### src/rtl/branch_unit_bht_rv32i.sv
// RV32I conditional-branch resolver with a direct-mapped table of 2-bit counters
// for fetch prediction, a registered one-cycle redirect and saturating statistics.
module branch_unit_bht_rv32i #(
  parameter int         XLEN      = 32,
  parameter int         BHT_DEPTH = 16,
  parameter logic [1:0] CTR_INIT  = 2'b01,
  parameter int         STAT_W    = 32
) (
  input  logic              clock,
  input  logic              reset,
  input  logic [XLEN-1:0]   f_pc,
  output logic              f_pred_taken,
  input  logic              ex_valid,
  input  logic [XLEN-1:0]   ex_pc,
  input  logic [XLEN-1:0]   ex_pcnew,
  input  logic [XLEN-1:0]   ex_target,
  input  logic [XLEN-1:0]   ex_in1,
  input  logic [XLEN-1:0]   ex_in2,
  input  logic [2:0]        ex_branchtype,
  input  logic              ex_pred_taken,
  output logic              redirect_valid,
  output logic [XLEN-1:0]   redirect_pc,
  output logic [STAT_W-1:0] stat_branches,
  output logic [STAT_W-1:0] stat_mispred
);

  localparam int IDX_W = $clog2(BHT_DEPTH);

  localparam logic [2:0] BT_BEQ  = 3'b000;
  localparam logic [2:0] BT_BGE  = 3'b001;
  localparam logic [2:0] BT_BGEU = 3'b010;
  localparam logic [2:0] BT_BLT  = 3'b011;
  localparam logic [2:0] BT_BLTU = 3'b100;
  localparam logic [2:0] BT_BNE  = 3'b101;

  logic [1:0]        ctr_q [BHT_DEPTH];
  logic [1:0]        ctr_d [BHT_DEPTH];
  logic              redirect_valid_q, redirect_valid_d;
  logic [XLEN-1:0]   redirect_pc_q, redirect_pc_d;
  logic [STAT_W-1:0] stat_branches_q, stat_branches_d;
  logic [STAT_W-1:0] stat_mispred_q, stat_mispred_d;

  logic [IDX_W-1:0]  f_idx, ex_idx;
  logic              legal, taken, mispredict, ctr_we;
  logic              eq, lt_s, lt_u;

  // Only the index bits of the PCs matter; the rest are deliberately ignored.
  logic unused_pc_bits;
  assign unused_pc_bits = ^{f_pc[XLEN-1:IDX_W+2], f_pc[1:0],
                            ex_pc[XLEN-1:IDX_W+2], ex_pc[1:0]};

  assign f_idx  = f_pc[IDX_W+1:2];
  assign ex_idx = ex_pc[IDX_W+1:2];

  assign eq   = (ex_in1 == ex_in2);
  assign lt_s = ($signed(ex_in1) < $signed(ex_in2));
  assign lt_u = (ex_in1 < ex_in2);

  always_comb begin
    legal = 1'b1;
    taken = 1'b0;
    case (ex_branchtype)
      BT_BEQ:  taken = eq;
      BT_BNE:  taken = ~eq;
      BT_BGE:  taken = ~lt_s;
      BT_BLT:  taken = lt_s;
      BT_BGEU: taken = ~lt_u;
      BT_BLTU: taken = lt_u;
      default: legal = 1'b0;
    endcase
  end

  // Illegal types still redirect when fetch predicted taken (actual taken is 0).
  assign mispredict = ex_valid & (taken != ex_pred_taken);
  assign ctr_we     = ex_valid & legal;

  // Fetch reads the pre-update table, so same-index EX updates show up a cycle later.
  assign f_pred_taken = ctr_q[f_idx][1];

  always_comb begin
    for (int i = 0; i < BHT_DEPTH; i++) begin
      ctr_d[i] = ctr_q[i];
      if (ctr_we && (ex_idx == IDX_W'(i))) begin
        if (taken) begin
          if (ctr_q[i] != 2'b11) ctr_d[i] = ctr_q[i] + 2'd1;
        end else begin
          if (ctr_q[i] != 2'b00) ctr_d[i] = ctr_q[i] - 2'd1;
        end
      end
    end
  end

  always_comb begin
    redirect_valid_d = mispredict;
    redirect_pc_d    = redirect_pc_q;
    if (mispredict) redirect_pc_d = taken ? ex_target : ex_pcnew;

    stat_branches_d = stat_branches_q;
    stat_mispred_d  = stat_mispred_q;
    if (ctr_we && !(&stat_branches_q)) stat_branches_d = stat_branches_q + 1'b1;
    if (mispredict && !(&stat_mispred_q)) stat_mispred_d = stat_mispred_q + 1'b1;
  end

  always_ff @(posedge clock) begin
    if (reset) begin
      for (int i = 0; i < BHT_DEPTH; i++) ctr_q[i] <= CTR_INIT;
      redirect_valid_q <= 1'b0;
      redirect_pc_q    <= '0;
      stat_branches_q  <= '0;
      stat_mispred_q   <= '0;
    end else begin
      for (int i = 0; i < BHT_DEPTH; i++) ctr_q[i] <= ctr_d[i];
      redirect_valid_q <= redirect_valid_d;
      redirect_pc_q    <= redirect_pc_d;
      stat_branches_q  <= stat_branches_d;
      stat_mispred_q   <= stat_mispred_d;
    end
  end

  assign redirect_valid = redirect_valid_q;
  assign redirect_pc    = redirect_pc_q;
  assign stat_branches  = stat_branches_q;
  assign stat_mispred   = stat_mispred_q;

endmodule

### config.mk
export PLATFORM = sky130hd
export DESIGN_NAME = branch_unit_bht_rv32i
export DESIGN_NICKNAME = d
export VERILOG_FILES = /design/src/rtl/branch_unit_bht_rv32i.sv
export SDC_FILE = /design/constraint.sdc
export NUM_CORES = 1
export LEC_CHECK = 0
export CORE_ASPECT_RATIO = 1.5
export CORE_MARGIN = 1
export CORE_UTILIZATION = 47
export CTS_BUF_LIST = sky130_fd_sc_hd__clkbuf_16
export CTS_CLUSTER_DIAMETER = 200
export DETAILED_ROUTE_END_ITERATION = 8
export GPL_TIMING_DRIVEN = 0
export HOLD_SLACK_MARGIN = 0.03
export PLACE_DENSITY = 0.87
export SLEW_MARGIN = 20
export SYNTH_ARGS = -nofsm -noshare
export SYNTH_HDL_FRONTEND = slang
export SYNTH_SLANG_ARGS = --single-unit
### constraint.sdc
create_clock -name clock -period 9.45 [get_ports clock]
set_input_delay 2.3625 -clock clock [delete_from_list [all_inputs] [get_ports clock]]
set_output_delay 2.3625 -clock clock [all_outputs]
set_load 0.05 [all_outputs]
==> results of run 1 <==
[routing by layer]
layer / up-vias / track usage (%) / routed length (µm)
met3: 76 / 8.048 / 2167
met1: 3599 / 31.21 / 8476
met5: - / 0 / 0
li1: 3681 / - / -
met2: 372 / 52.57 / 11800
met4: 0 / 18.31 / 1183
[per-stage QoR]
stage	setup WS, ns	std cells	hold WS [ns]	util [%]
after floorplan	3.631	873	0.4536	-
after global placement	2.285	1306	0.4769	66.45
after detailed placement	2.309	1306	0.4763	66.45
after CTS	2.287	1338	0.4987	70.48
after global routing	2.239	1338	0.5145	70.48
final	2.279	1338	0.4969	70.48
[state kept, by name, indices dropped and copies added (netlist names)]
signal	flops
redirect_pc	32
stat_mispred	32
redirect_valid	1
ctr_q	32
stat_branches	32
[cell type report]
class	instances	area, µm²
timing repair buffer	237	2372
clock buffer	17	425.4
tap	196	245.2
clock inverter	15	168.9
multi-input combinational	645	4170
sequential	129	2582
buffer	48	225.2
inverter	51	191.4
fill	1142	4348
[where the power goes]
part	switching (W)	internal (W)
Sequential	0.0000173	0.000567
Combinational	0.000183	0.000138
Clock	0.000270	0.000396
Total	0.000470	0.00110
[kinds of logic after synthesis]
group / synth area share, %
AO/OA/AOI/OAI: 20.75
XOR/XNOR: 3.543
buffers and inverters: 5.811
AND/OR/NAND/NOR: 24.05
adder cells (fa/ha/maj): 5.934
multiplexers: 3.892
flip-flops: 36.02
[cell usage in the layout (no fill, tap or decap), drive strengths merged, types with 19 or more instances in the layout]
cell type | Yosys | layout
a21oi | 48 | 48
o21ai | 32 | 32
nand4 | 21 | 21
clkbuf | 33 | 50
xor2 | 20 | 20
clkdlybuf4s50 | 0 | 237
nor2 | 116 | 116
nand2 | 56 | 56
and3 | 20 | 20
nand3 | 41 | 41
dfxtp | 129 | 129
ha | 34 | 34
a211oi | 33 | 33
inv | 51 | 59
nor3 | 19 | 19
nor2b | 19 | 19
o22ai | 32 | 32
[path summary, 6_finish.rpt]
check	from	to	cells after the start
max	f_pc[2]	f_pred_taken	4
min	ctr_q[0][0]	ctr_q[0][1]	2
max reg2reg	stat_mispred[0]	stat_mispred[25]	10
min reg2reg	ctr_q[0][0]	ctr_q[0][1]	2
[worst reg2reg max path: cells and delay by family, from the launching register on]
| family | cells | cell delay (ns) |
|---|---|---|
| fa+ha+maj | 1 | 0.22 |
| flops | 1 | 0.43 |
| mux | 1 | 0.34 |
| buf+inv | 1 | 0.26 |
| simple gates | 7 | 1.84 |
==> summary.md, run 1 <==
| Metric | Value |
|---|---|
| ANT cells | 0 |
| Mapped Cells | 873 |
| Gr ovfl total | 0 |
| Commonest cells post-synth | 129 x dfxtp_1, 114 x nor2_1, 55 x nand2_1 |
| Vert. Die Dim | 153.3 µm |
| Fin nets | 1362 |
| Mapped Avg Cell Area | 8.212 µm² |
| Dpl hpwl | 18060 µm |
| Post-synth top area share | 36.02% |
| Slowest stage cell, crit path | clkdlybuf4s50_1 |
| Total power | 0.001571 W |
| Worst vdd ir | 0.1555 mV |
| Initial Utilization | 48.67% |
| Worst endpoint required time | 7.09 ns |
| Final RePlAce weighted congestion | 0.8396 |
| DRT iter0 DRCs | 359 |
| CP peak stage delay | 0.72 ns |
| Endpoints failing hold | 0 |
| Setup violators final | 0 |
| Vias in the first global route | 7633 |
| Resized Gates After CTS | 0 |
| Final clock period utilization by the worst path | 75.88% |
| # rows | 54 |
| Mapped Nets | 1106 |
| Die Span X | 102.8 µm |
| Fin crit period | 7.171 ns |
| Setup bufs post-CTS | 0 |
| Static leakage | 3.949 nW |
| Vias/cell | 5.776 |
| Asr flop ratio synth | 0% |
| Critical Path Start Type | primary input |
| Post-synthesis sequential area ratio | 36.02% |
| Final Slew Violations | 0 |
| H-tree Lvls | 4 |
| Ports | 297 |
| Detailed-route via count | 7728 |
| Clock Tree Root | clkbuf_16 |
| DRC Markers | 0 |
| Max FO, Critical Path | 4 |
| RSZ-0062 raised after global routing | false |
| Mapped Area | 0.007169 mm² |
| EDFF count, synth | 0 |
| Gr usage total | 30.08% |
| Post-route cell area | 0.01038 mm² |
| Cell Area, Placed | 0.009787 mm² |
| Buffers added on ports | 237 |
| CTS clk-pin slew, worst paths | 0.06 ns |
| Status | completed |
| Hold Buf Count CTS | 0 |
| Slew headroom | 57.12% |
| Min-delay worst type | flip-flop to flip-flop |
| Top cell type by total area after synthesis | dfxtp_1 |
| CP Capture Type | primary output |
| Area growth syn-to-layout | 44.80% |
| Share of post-route cells with drive strength above 1 | 6.480% |
| Synthesized flop and latch total | 129 |
| Reg-to-reg slack, setup | 6.24 ns |
| TritonCTS clock tree | yes |
| CP delay by family, top | buffers and inverters |
| Clock skew | 0.009783 ns |
| Crit path arrival time | 4.81 ns |
| Total negative slack | 0 ns |
| Core box area | 0.01473 mm² |
| Die area | 0.01576 mm² |
| Yosys Warn Count | 0 |
| F_max | 0.1395 GHz |
| Bufs on Longest Clock Path | 2 |
| Largest net degree at the start of global routing | 17 |
| DR WL/cell | 17.66 µm |
| WL final | 23630 µm |
| Antenna Nets Post-Route | 0 |
| CTS Sinks | 129 |
| Maximum capacitance violations | 0 |
| First-pass GRT wire length | 36840 µm |
| Ys flop type | dfxtp_1 |
| WS Path Type | primary input to primary output |
| Worst Path Buf+Inv | 2 |
| Clk Latency, worst-skew pair | 0.42 ns |
| DRT Pass-1 Iters | 5 |
| Synth cell types | 60 |
| CTS buffer count | 17 |
| Pwr per Cell Area | 151.3 mW/mm² |
| Worst-path cell chain | clkdlybuf4s50_1 > mux4_2 > mux4_2 > clkdlybuf4s50_1 |
| Initial antenna violation count | 0 |
| Most frequent cell after synthesis | dfxtp_1 |
| Ranking of synthesized cells by area | dfxtp_1 36%, nor2_1 6.0%, ha_1 5.9% |
| Worst-margin pin slew | 0.6432 ns |
Power figures use the tool's default switching activity.
==> run 2, diff against run 1 <==
--- a/config.mk
+++ b/config.mk
@@ -7,13 +7,13 @@
 export LEC_CHECK = 0
 export CORE_ASPECT_RATIO = 1.5
 export CORE_MARGIN = 1
-export CORE_UTILIZATION = 47
+export CORE_UTILIZATION = 39
 export CTS_BUF_LIST = sky130_fd_sc_hd__clkbuf_16
 export CTS_CLUSTER_DIAMETER = 200
 export DETAILED_ROUTE_END_ITERATION = 8
 export GPL_TIMING_DRIVEN = 0
 export HOLD_SLACK_MARGIN = 0.03
-export PLACE_DENSITY = 0.87
+export PLACE_DENSITY = 0.77
 export SLEW_MARGIN = 20
 export SYNTH_ARGS = -nofsm -noshare
 export SYNTH_HDL_FRONTEND = slang
==> constraint.sdc (replaced) <==
create_clock -name clock -period 6.5 [get_ports clock]
set_input_delay 1.625 -clock clock [delete_from_list [all_inputs] [get_ports clock]]
set_output_delay 1.625 -clock clock [all_outputs]
set_load 0.05 [all_outputs]
==> summary.md, run 2 (synthesis gave the netlist of run 1 again) <==
| Metric | Value |
|---|---|
| Max FO, Critical Path | 4 (unchanged) |
| Reg-to-reg slack, setup | 3.33 ns (was 6.24 ns) |
| ANT cells | 0 (unchanged) |
| Worst Path Buf+Inv | 2 (unchanged) |
| Reg2Reg Capture Point | stat_mispred[31] (was stat_mispred[25]) |
| Final RePlAce weighted congestion | 0.8456 (was 0.8396) |
| Final clock period utilization by the worst path | 86.95% |
| Die Span X | 112.7 µm (was 102.8 µm) |
| Worst endpoint required time | 4.88 ns (was 7.09 ns) |
| Initial Utilization | 39.96% (was 48.67%) |
| Cell Area, Placed | 0.009813 mm² (was 0.009787 mm²) |
| CTS clk-pin slew, worst paths | 0.05 ns (was 0.06 ns) |
| Ports | 297 (unchanged) |
| F_max | 0.1769 GHz |
| Clk Latency, worst-skew pair | 0.41 ns (was 0.42 ns) |
| Slowest stage cell, crit path | clkdlybuf4s50_1 (unchanged) |
| Worst vdd ir | 0.1467 mV (was 0.1555 mV) |
| Hold endpoint | stat_mispred[30] (was ctr_q[0][1]) |
| Gr usage total | 24.15% (was 30.08%) |
| TritonCTS clock tree | yes (unchanged) |
| Post-route cell area | 0.01043 mm² (was 0.01038 mm²) |
| WL final | 22910 µm (was 23630 µm) |
| Total negative slack | 0 ns (unchanged) |
| Final Slew Violations | 0 (unchanged) |
| Setup bufs post-CTS | 0 (unchanged) |
| FF-to-FF Start | stat_mispred[0] (unchanged) |
| CP delay by family, top | buffers and inverters (unchanged) |
| Detailed-route via count | 7509 (was 7728) |
| Hold depth | 2 (unchanged) |
| WS Path Type | primary input to primary output (unchanged) |
| FILL cells | 1610 (was 1142) |
| Commonest non-fill, non-tap cell in the layout | clkdlybuf4s50_1 (unchanged) |
| Die area | 0.01894 mm² (was 0.01576 mm²) |
| Slew headroom | 57.66% (was 57.12%) |
| Fin crit period | 5.652 ns |
| Resized Gates After CTS | 0 (unchanged) |
| Clock skew | 0.01278 ns (was 0.009783 ns) |
| DRT iter0 DRCs | 422 (was 359) |
| Initial antenna violation count | 0 (unchanged) |
| Maximum capacitance violations | 0 (unchanged) |
| CTS buffer count | 17 (unchanged) |
| CTS Sinks | 129 (unchanged) |
| Status | completed (unchanged) |
| Vert. Die Dim | 168.1 µm (was 153.3 µm) |
| Largest net degree at the start of global routing | 17 (unchanged) |
| Share of post-route cells with drive strength above 1 | 6.310% (was 6.480%) |
| RSZ-0062 raised after global routing | false (unchanged) |
| DRC Markers | 0 (unchanged) |
| Vias/cell | 5.529 (was 5.776) |
| Hold Buf Count CTS | 0 (unchanged) |
| Register Area | 0.002582 mm² (unchanged) |
| Most used cells in the layout excluding fill and tap cells | 237 x clkdlybuf4s50_1, 129 x dfxtp_1, 114 x nor2_1 (unchanged) |
| DRT Pass-1 Iters | 5 (unchanged) |
| Min-delay worst type | flip-flop to flip-flop (unchanged) |
| Antenna Nets Post-Route | 0 (unchanged) |
| Critical Path Start Type | primary input (unchanged) |
| DR WL/cell | 16.87 µm (was 17.66 µm) |
| Pwr per Cell Area | 222.2 mW/mm² (was 151.3 mW/mm²) |
| Crit path arrival time | 4.03 ns (was 4.81 ns) |
| Worst-margin pin slew | 0.6350 ns (was 0.6432 ns) |
| Bufs on Longest Clock Path | 2 (unchanged) |
| CP Capture Type | primary output (unchanged) |
| H-tree Lvls | 4 (unchanged) |
| Clock Tree Root | clkbuf_16 (unchanged) |
| # rows | 60 (was 54) |
| Core box area | 0.01794 mm² (was 0.01473 mm²) |
| Hold_sp | stat_mispred[30] (was ctr_q[0][0]) |
| Static leakage | 3.970 nW (was 3.949 nW) |
| Endpoints failing hold | 0 (unchanged) |
| Reg2Reg Depth | 11 (was 10) |
| First-pass GRT wire length | 36380 µm (was 36840 µm) |
| Area of the multi-input gates | 0.004170 mm² (unchanged) |
| Gr ovfl total | 0 (unchanged) |
| Worst-path cell chain | clkdlybuf4s50_1 > mux4_2 > mux4_2 > clkdlybuf4s50_1 (unchanged) |
| Area growth syn-to-layout | 45.50% (was 44.80%) |
| Dpl hpwl | 17700 µm (was 18060 µm) |
| Vias in the first global route | 7132 (was 7633) |
| Setup violators final | 0 (unchanged) |
| Buffers added on ports | 237 (unchanged) |
| CP peak stage delay | 0.73 ns (was 0.72 ns) |
| Fin nets | 1362 (unchanged) |
-- run 2: per-stage QoR --
step           util, %  total power, W  instances  worst slack, ns  hold WS, ns
2_1_floorplan        -        0.001128        873            2.153       0.4536
3_3_place_gp     54.69        0.001327       1327           0.7885       0.4736
3_5_place_dp     54.69        0.001333       1327           0.8122       0.4828
4_1_cts          58.14        0.002333       1358           0.8103       0.4981
5_1_grt          58.14        0.002411       1358           0.7680       0.5224
6_report         58.14        0.002318       1358           0.8485       0.4895
-- run 2: layer usage --
| layer | vias to the layer above | GRT usage (%) | part of all wire (%) | wire length [µm] |
|---|---|---|---|---|
| met5 | - | 0 | 0 | 0 |
| met4 | 0 | 9.449 | 3.1 | 702 |
| met1 | 3494 | 26.43 | 39 | 8922 |
| met2 | 278 | 44.52 | 51 | 11780 |
| met3 | 43 | 5.544 | 6.6 | 1509 |
| li1 | 3694 | - | - | - |
-- run 2: power breakdown --
group / switching (W) / leakage (nW) / internal (W)
sequential: 0.0000242 / 1.05 / 0.000824
clock: 0.000361 / 0.306 / 0.000640
combinational: 0.000268 / 2.62 / 0.000200
total: 0.000653 / 3.97 / 0.00166
-- run 2: worst min-delay path, cell delays in order, from the launching register on --
cell	delay, ns
dfxtp_1	0.32
o31ai_1	0.06
a21oi_1	0.05
-- run 2: area by class of cell --
cell class,instances,share of cell area [%]
tap,217,2.603
buffer,48,2.159
clock buffer,17,4.078
multi-input combinational,645,39.98
clock inverter,14,1.847
inverter,51,1.835
sequential,129,24.76
timing repair buffer,237,22.74
-- run 2: worst max-delay path by stage --
stage                    start               end  slack (ns)  cells after the start
global placement       f_pc[2]      f_pred_taken        0.79                      4
global route           f_pc[2]      f_pred_taken        0.77                      4
floorplan           ex_in2[30]  stat_mispred[30]        2.15                     12
CTS                    f_pc[2]      f_pred_taken        0.81                      4
detailed placement     f_pc[2]      f_pred_taken        0.81                      4
finish                 f_pc[2]      f_pred_taken        0.85                      4
==> run 3, diff against run 2 <==
--- a/config.mk
+++ b/config.mk
@@ -7,13 +7,13 @@
 export LEC_CHECK = 0
 export CORE_ASPECT_RATIO = 1.5
 export CORE_MARGIN = 1
-export CORE_UTILIZATION = 39
+export CORE_UTILIZATION = 44
 export CTS_BUF_LIST = sky130_fd_sc_hd__clkbuf_16
 export CTS_CLUSTER_DIAMETER = 200
 export DETAILED_ROUTE_END_ITERATION = 8
 export GPL_TIMING_DRIVEN = 0
 export HOLD_SLACK_MARGIN = 0.03
-export PLACE_DENSITY = 0.77
+export PLACE_DENSITY = 0.82
 export SLEW_MARGIN = 20
 export SYNTH_ARGS = -nofsm -noshare
 export SYNTH_HDL_FRONTEND = slang
==> constraint.sdc (replaced) <==
create_clock -name clock -period 5.75 [get_ports clock]
set_input_delay 1.4375 -clock clock [delete_from_list [all_inputs] [get_ports clock]]
set_output_delay 1.4375 -clock clock [all_outputs]
set_load 0.05 [all_outputs]
==> summary.md, run 3 (synthesis gave the netlist of run 1 again) <==
| Metric | Value |
|---|---|
| Share of post-route cells with drive strength above 1 | 6.305% (was 6.310%) |
| Initial antenna violation count | 1 (was 0) |
| Slew headroom | 58.33% (was 57.66%) |
| RSZ-0062 raised after global routing | false (unchanged) |
| Buffers added on ports | 237 (unchanged) |
| Clock Tree Root | clkbuf_16 (unchanged) |
| Hold Buf Count CTS | 0 (unchanged) |
| F_max | 0.1873 GHz |
| Min-delay worst type | flip-flop to flip-flop (unchanged) |
| WL final | 22490 µm (was 22910 µm) |
| Fin crit period | 5.338 ns |
| Core box area | 0.01577 mm² (was 0.01794 mm²) |
| Vias in the first global route | 7102 (was 7132) |
| Detailed-route via count | 7492 (was 7509) |
| DRC Markers | 0 (unchanged) |
| Max FO, Critical Path | 4 (unchanged) |
| Vert. Die Dim | 158.3 µm (was 168.1 µm) |
| CP Capture Type | primary output (unchanged) |
| Commonest non-fill, non-tap cell in the layout | clkdlybuf4s50_1 (unchanged) |
| Bufs on Longest Clock Path | 2 (unchanged) |
| FILL cells | 1317 (was 1610) |
| Crit path arrival time | 3.90 ns (was 4.03 ns) |
| Setup violators final | 0 (unchanged) |
| Vias/cell | 5.566 (was 5.529) |
| Fin nets | 1362 (unchanged) |
| DRT iter0 DRCs | 413 (was 422) |
| Total negative slack | 0 ns (unchanged) |
| Resized Gates After CTS | 0 (unchanged) |
| CTS Sinks | 129 (unchanged) |
| Most used cells in the layout excluding fill and tap cells | 237 x clkdlybuf4s50_1, 129 x dfxtp_1, 114 x nor2_1 (unchanged) |
| DR WL/cell | 16.71 µm (was 16.87 µm) |
| Ports | 297 (unchanged) |
| Status | completed (unchanged) |
| Static leakage | 3.951 nW (was 3.970 nW) |
| Area growth syn-to-layout | 44.80% (was 45.50%) |
| CTS clk-pin slew, worst paths | 0.06 ns (was 0.05 ns) |
| Worst vdd ir | 0.1653 mV (was 0.1467 mV) |
| Initial Utilization | 45.48% (was 39.96%) |
| TritonCTS clock tree | yes (unchanged) |
| Die area | 0.01682 mm² (was 0.01894 mm²) |
| Final RePlAce weighted congestion | 0.8852 (was 0.8456) |
| CTS buffer count | 17 (unchanged) |
| Setup bufs post-CTS | 0 (unchanged) |
| Antenna Nets Post-Route | 0 (unchanged) |
| Maximum capacitance violations | 0 (unchanged) |
| Final Slew Violations | 0 (unchanged) |
| Cell Area, Placed | 0.009796 mm² (was 0.009813 mm²) |
| Gr usage total | 26.77% (was 24.15%) |
| Post-route cell area | 0.01038 mm² (was 0.01043 mm²) |
| WS Path Type | primary input to primary output (unchanged) |
| Critical Path Start Type | primary input (unchanged) |
| # rows | 56 (was 60) |
| First-pass GRT wire length | 35340 µm (was 36380 µm) |
| Worst endpoint required time | 4.31 ns (was 4.88 ns) |
| Worst-margin pin slew | 0.6232 ns (was 0.6350 ns) |
| Endpoints failing hold | 0 (unchanged) |
| Final clock period utilization by the worst path | 92.83% |
| DRT Pass-1 Iters | 5 (unchanged) |
| Gr ovfl total | 0 (unchanged) |
| Pwr per Cell Area | 246.1 mW/mm² (was 222.2 mW/mm²) |
| Largest net degree at the start of global routing | 17 (unchanged) |
| Dpl hpwl | 17320 µm (was 17700 µm) |
| H-tree Lvls | 4 (unchanged) |
| Die Span X | 106.2 µm (was 112.7 µm) |
| Clock skew | 0.006486 ns (was 0.01278 ns) |
| Clk Latency, worst-skew pair | 0.42 ns (was 0.41 ns) |
run 3: cell types whose count changed in the layout (fill, tap and decap cells not counted), moves of 2 or more:
cell | before | now
clkinv_4 | 5 | 3
inv_6 | 1 | 5
inv_1 | 53 | 51
bufinv_16 | 4 | 2
clkinv_1 | 0 | 3
run 3: critical path, stage by stage:
cell and delay (ns):
clkdlybuf4s50_1 0.67, mux4_2 0.58, mux4_2 0.49, clkdlybuf4s50_1 0.72
run 3: layout make-up:
class / count / area, µm² / share of cell area, %
Clock inverter: 15 / 157.7 / 1.519
Multi-Input combinational cell: 645 / 4170 / 40.17
Timing Repair Buffer: 237 / 2372 / 22.85
Inverter: 51 / 191.4 / 1.844
Buffer: 48 / 225.2 / 2.169
Clock buffer: 17 / 425.4 / 4.098
Antenna cell: 1 / 2.502 / 0.02411
Sequential cell: 129 / 2582 / 24.88
Tap cell: 203 / 254.0 / 2.447
run 3: metrics by stage:
stage | hold WS [ns] | instances | total power [W] | utilization, % | setup slack (ns)
after floorplan | 0.4536 | 873 | 0.001275 | - | 1.590
after global placement | 0.4732 | 1313 | 0.001492 | 62.13 | 0.4074
after detailed placement | 0.4910 | 1313 | 0.001501 | 62.13 | 0.4113
after CTS | 0.4957 | 1345 | 0.002569 | 65.83 | 0.4029
after global routing | 0.5217 | 1346 | 0.002660 | 65.85 | 0.3442
final | 0.4955 | 1346 | 0.002555 | 65.85 | 0.4122
run 3: final timing paths:
kind / slack [ns] / to / cells past startpoint / start
setup / recovery: 0.41 / f_pred_taken / 4 / f_pc[2]
hold / removal: 0.50 / redirect_pc[8] / 2 / redirect_pc[8]
setup reg to reg: 2.57 / stat_mispred[31] / 11 / stat_mispred[0]
hold reg to reg: 0.50 / redirect_pc[8] / 2 / redirect_pc[8]
run 3: metal layers:
layer	global-route usage, %	vias to the layer above	wire [µm]
li1	-	3694	-
met1	28.32	3475	8539
met2	49.35	277	11500
met3	7.818	46	1786
met4	10.78	0	658
met5	0	-	0
run 3: report_power, final:
part           switching [W]  internal, W  total [W]  leakage, nW
sequential         0.0000284     0.000932   0.000960         1.05
combinational       0.000298     0.000227   0.000525         2.62
clock               0.000426     0.000644    0.00107        0.287
